[config.mk]
export PLATFORM = sky130hd
export DESIGN_NAME = regfile_dump
export DESIGN_NICKNAME = d
export VERILOG_FILES = /design/src/rtl/regfile_dump.sv
export SDC_FILE = /design/constraint.sdc
export NUM_CORES = 1
export LEC_CHECK = 0
export CELL_PAD_IN_SITES_DETAIL_PLACEMENT = 1
export CELL_PAD_IN_SITES_GLOBAL_PLACEMENT = 2
export CORE_ASPECT_RATIO = 2
export CORE_UTILIZATION = 23
export DETAILED_ROUTE_END_ITERATION = 16
export PLACE_DENSITY = 0.87
export SETUP_SLACK_MARGIN = 0.1
export SKIP_CTS_REPAIR_TIMING = 1
export SYNTH_ARGS = -nofsm -noshare
export SYNTH_HDL_FRONTEND = slang
export SYNTH_SLANG_ARGS = --single-unit
[constraint.sdc]
create_clock -name Clock -period 1.9 [get_ports Clock]
set_input_delay 0.19 -clock Clock [delete_from_list [all_inputs] [get_ports Clock]]
set_output_delay 0.19 -clock Clock [all_outputs]
set_load 0.05 [all_outputs]
[src/rtl/regfile_dump.sv]
// Read-side sequencer for the register file: walks an index range through one
// read port and streams (index, value) words over a valid/ready handshake.
module regfile_dump #(
  parameter int DATA_W = 32,
  parameter int ADDR_W = 5
) (
  input  logic              Clock,
  input  logic              Resetn,
  input  logic              Start,
  input  logic [ADDR_W-1:0] First,
  input  logic [ADDR_W-1:0] Last,
  input  logic              Abort,
  output logic [ADDR_W-1:0] Rn,
  input  logic [DATA_W-1:0] Rd,
  output logic              DumpValid,
  input  logic              DumpReady,
  output logic [ADDR_W-1:0] DumpIdx,
  output logic [DATA_W-1:0] DumpData,
  output logic              Busy,
  output logic              Done
);

  typedef enum logic [1:0] {S_IDLE, S_READ, S_SEND, S_DONE} state_e;

  state_e              state_q, state_d;
  logic [ADDR_W-1:0]   idx_q, idx_d;
  logic [ADDR_W-1:0]   last_q, last_d;
  logic [ADDR_W-1:0]   dump_idx_q, dump_idx_d;
  logic [DATA_W-1:0]   dump_data_q, dump_data_d;

  always_comb begin
    state_d     = state_q;
    idx_d       = idx_q;
    last_d      = last_q;
    dump_idx_d  = dump_idx_q;
    dump_data_d = dump_data_q;
    case (state_q)
      S_IDLE: begin
        if (Start) begin
          idx_d   = First;
          last_d  = Last;
          state_d = S_READ;
        end
      end
      S_READ: begin
        if (Abort) begin
          state_d = S_IDLE;
        end else begin
          dump_idx_d  = idx_q;
          dump_data_d = Rd;
          state_d     = S_SEND;
        end
      end
      S_SEND: begin
        // Abort wins over a same-cycle handshake: the word is dropped.
        if (Abort) begin
          state_d = S_IDLE;
        end else if (DumpReady) begin
          if (idx_q == last_q) begin
            state_d = S_DONE;
          end else begin
            idx_d   = idx_q + 1'b1;
            state_d = S_READ;
          end
        end
      end
      S_DONE: state_d = S_IDLE;
      default: state_d = S_IDLE;
    endcase
  end

  always_ff @(posedge Clock) begin
    if (!Resetn) begin
      state_q     <= S_IDLE;
      idx_q       <= '0;
      last_q      <= '0;
      dump_idx_q  <= '0;
      dump_data_q <= '0;
    end else begin
      state_q     <= state_d;
      idx_q       <= idx_d;
      last_q      <= last_d;
      dump_idx_q  <= dump_idx_d;
      dump_data_q <= dump_data_d;
    end
  end

  assign Rn        = idx_q;
  assign DumpValid = (state_q == S_SEND);
  assign DumpIdx   = dump_idx_q;
  assign DumpData  = dump_data_q;
  assign Busy      = (state_q != S_IDLE);
  assign Done      = (state_q == S_DONE);

endmodule

==> summary.txt <==
Run status
  • Status: complete, no violations

Global route
  • Vias in the first global route: ~2000
  • Remaining Overflow, GRT: 0
  • Initial antenna violation count: 0
  • Gr usage total: 0.142
  • Largest net degree at the start of global routing: 38
  • First-pass GRT wire length: 9650 um

Timing
  • Slew margin rel.: 0.623
  • Setup tns final: 0 ns
  • Max-slew violation count: 0
  • Tightest Pin Transition: 0.564 ns
  • Max Fclk: roughly 580 MHz
  • Final hold vios: 0
  • Final setup fails: 0
  • PnR worst setup slack: 0.166 ns
  • Crit share post-route: 0.913
  • RSZ-0062 raised after global routing: false
  • Clock Skew: 0.00527 ns
  • Crit path time final: 1.73 ns

Final layout
  • Fin nets: 382
  • Area grow syn2layout: 58.6%
  • Fill cells: 1021
  • Antenna cells: 0
  • Post-Layout Cell Count: 435
  • Layout cells sized above 1: 0.0925
  • Fin area: 3260 um^2
  • FF+latch area: 983 um^2
  • Multi-input logic area: 985 um^2

Routing
  • Via/cell ratio: between 4 and 5
  • DR iter-0 viols: 39
  • Routed WL: approximately 6300 um
  • Antenna-violating nets left: 0
  • Via count: ~2000
  • Wire per inst: roughly 14 um
  • Iteration count of the initial detailed-routing pass: 4
  • # DRC: 0

Yosys
  • Leading area contributor after synthesis: dfxtp_1
  • Post-synth EDFFs: 0
  • Synth Cell Area: 2060 um^2
  • Cells after Synth: approximately 240
  • Syn. warnings: 0
  • Post-synthesis sequential area ratio: 0.477
  • Async S/R FF share, synth: 0
  • Distinct cells, synth: 39
  • Prevailing post-synth register cell: dfxtp_1
  • Seq cells post-synth: 49
  • Yosys top cell area share: 0.477
  • Synthesized area per cell: 8.54 um^2
  • Post-Syn Nets: around 290
  • Synth area leaders: dfxtp_1 48%, nand2_1 15%, a21boi_0 7.7%

Floorplanning
  • Die Area: 9350 um^2
  • Die H: 136 um
  • Initial Util: 0.238
  • Num rows: 48
  • Die Wd: 68.9 um
  • Core Box Area: around 8600 um^2
  • IO Count: slightly above 90

Worst setup path
  • Crit path from: Rn[0]
  • Buf/Inv on CP: 1
  • CP arrival: about 1.5 ns
  • Critical Path RT: 1.71 ns
  • Worst Path Max Fanout: 7
  • Critical path class: reg2out
  • Crit path launch type: flop
  • R2r startpoint: state_q[1]
  • Worst setup EP type: primary output
  • Slowest cell on crit path: clkdlybuf4s50_1
  • Cell family with most CP delay: buffers and inverters
  • Cell Chain, Critical Path: clkdlybuf4s50_1
  • Largest stage delay, worst path: 0.83 ns

Clock tree
  • Clock tree buffer depth: 2
  • CTS tree: built
  • H-Tree Depth: 2
  • Clk Tree Root Cell: clkbuf_16
  • Reg clk slew, reported paths: 0.07 ns
  • CTS Buf Count: 5
  • Worst skew pair latency: roughly 0.29 ns
  • Clk sink count: 49

Placed design
  • DP Cell Count: around 430
  • RD Place Congestion: 0.878
  • Pre-CTS setup slack: 0.0511 ns
  • Dpl hpwl: 4700 um
  • Post-placement cell area: 3120 um^2
  • I/O Buffers: between 90 and 100

Worst hold path
  • Hold WC Path Type: in2reg
  • Hold Path Origin: Rd[1]

Power
  • Maximum vdd drop: 0.345 mV
  • Cell Pwr Density: 771 nW/um^2
  • Tot Pwr: roughly 2.5 mW
  • Lkg Pwr: 1.20 nW

Run
  • Max Cap Violations: 0
## power breakdown
group / internal (mW) / switching [mW]
registers: 1.07 / 0.0450
clock network: 0.490 / 0.381
logic: 0.241 / 0.288
total: 1.80 / 0.714
## final timing paths
path                       to  slack (ns)  cells after the start
setup reg to reg        Rn[1]        0.27                      5
hold / removal    DumpData[1]        0.45                      3
hold reg to reg   DumpData[8]        0.46                      2
setup / recovery        Rn[0]        0.17                      1
## cell type report
type	instances	share of cell area
timing repair buffer	101	0.314
multi-input combinational	175	0.302
sequential	49	0.301
clock buffer	7	0.0406
tap	100	0.0383
clock inverter	1	0.00230
inverter	2	0.00230
## registers in the layout, indices dropped and copies added (netlist names)
| signal | cells |
|---|---|
| DumpData | 32 |
| DumpIdx | 5 |
| Rn | 5 |
| last_q | 5 |
| state_q | 2 |
## Yosys cell counts (all sizes together), types with 2 or more instances
| cell type | instances |
|---|---|
| o211ai | 4 |
| dfxtp | 49 |
| buf | 9 |
| a21oi | 20 |
| and2 | 2 |
| a21boi | 22 |
| nand2 | 81 |
| or2 | 2 |
| o21ai | 2 |
| nor2b | 6 |
| xor2 | 2 |
| nand3 | 3 |
| inv | 2 |
| nor3 | 2 |
| a32o | 3 |
| or3 | 3 |
| xnor2 | 3 |
| clkbuf | 5 |
| nor3b | 3 |
| mux2i | 6 |
## worst reg2reg max path: stages (launching register included)
cell	delay, ns
dfxtp_1	0.46
nand2b_1	0.24
inv_2	0.23
mux2i_1	0.30
o211ai_1	0.14
o211a_1	0.15
## cell families after synthesis
family	count (synthesis)	synth area share
AOI/OAI and AO/OA	55	0.179
and+or+nand+nor	108	0.240
buffers and inverters	17	0.0480
muxes	6	0.0292
DFF	49	0.477
xor gates and xnor gates	5	0.0213
adders and majority gates	1	0.00608
## layer usage
metal  up-vias  routed length, um  global-route usage
li1        985                  -                   -
met2        65               3620               0.270
met1       953               2200               0.131
met4         0                220              0.0771
met3        14                263              0.0261
met5         -                  0                   0
## per-stage QoR
step,utilization,hold WS [ns]
final,0.377,0.453
after global placement,0.360,0.442
after global routing,0.377,0.455
after detailed placement,0.360,0.450
after CTS,0.377,0.449
after floorplan,-,0.323
## placed cells by master (no fill, tap or decap), drive strengths merged, types with 3 or more instances in the layout
cell type / Yosys / layout
xnor2: 3 / 3
a21oi: 20 / 20
clkbuf: 5 / 7
nor3b: 3 / 3
a21boi: 22 / 22
o211ai: 4 / 4
dfxtp: 49 / 49
clkdlybuf4s50: 1 / 85
nand3: 3 / 3
nand2: 81 / 81
nor2b: 6 / 6
dlymetal6s2s: 0 / 3
mux2i: 6 / 6
or3: 3 / 3
buf: 9 / 13
a32o: 3 / 3
(Power assumes the default switching activity.)
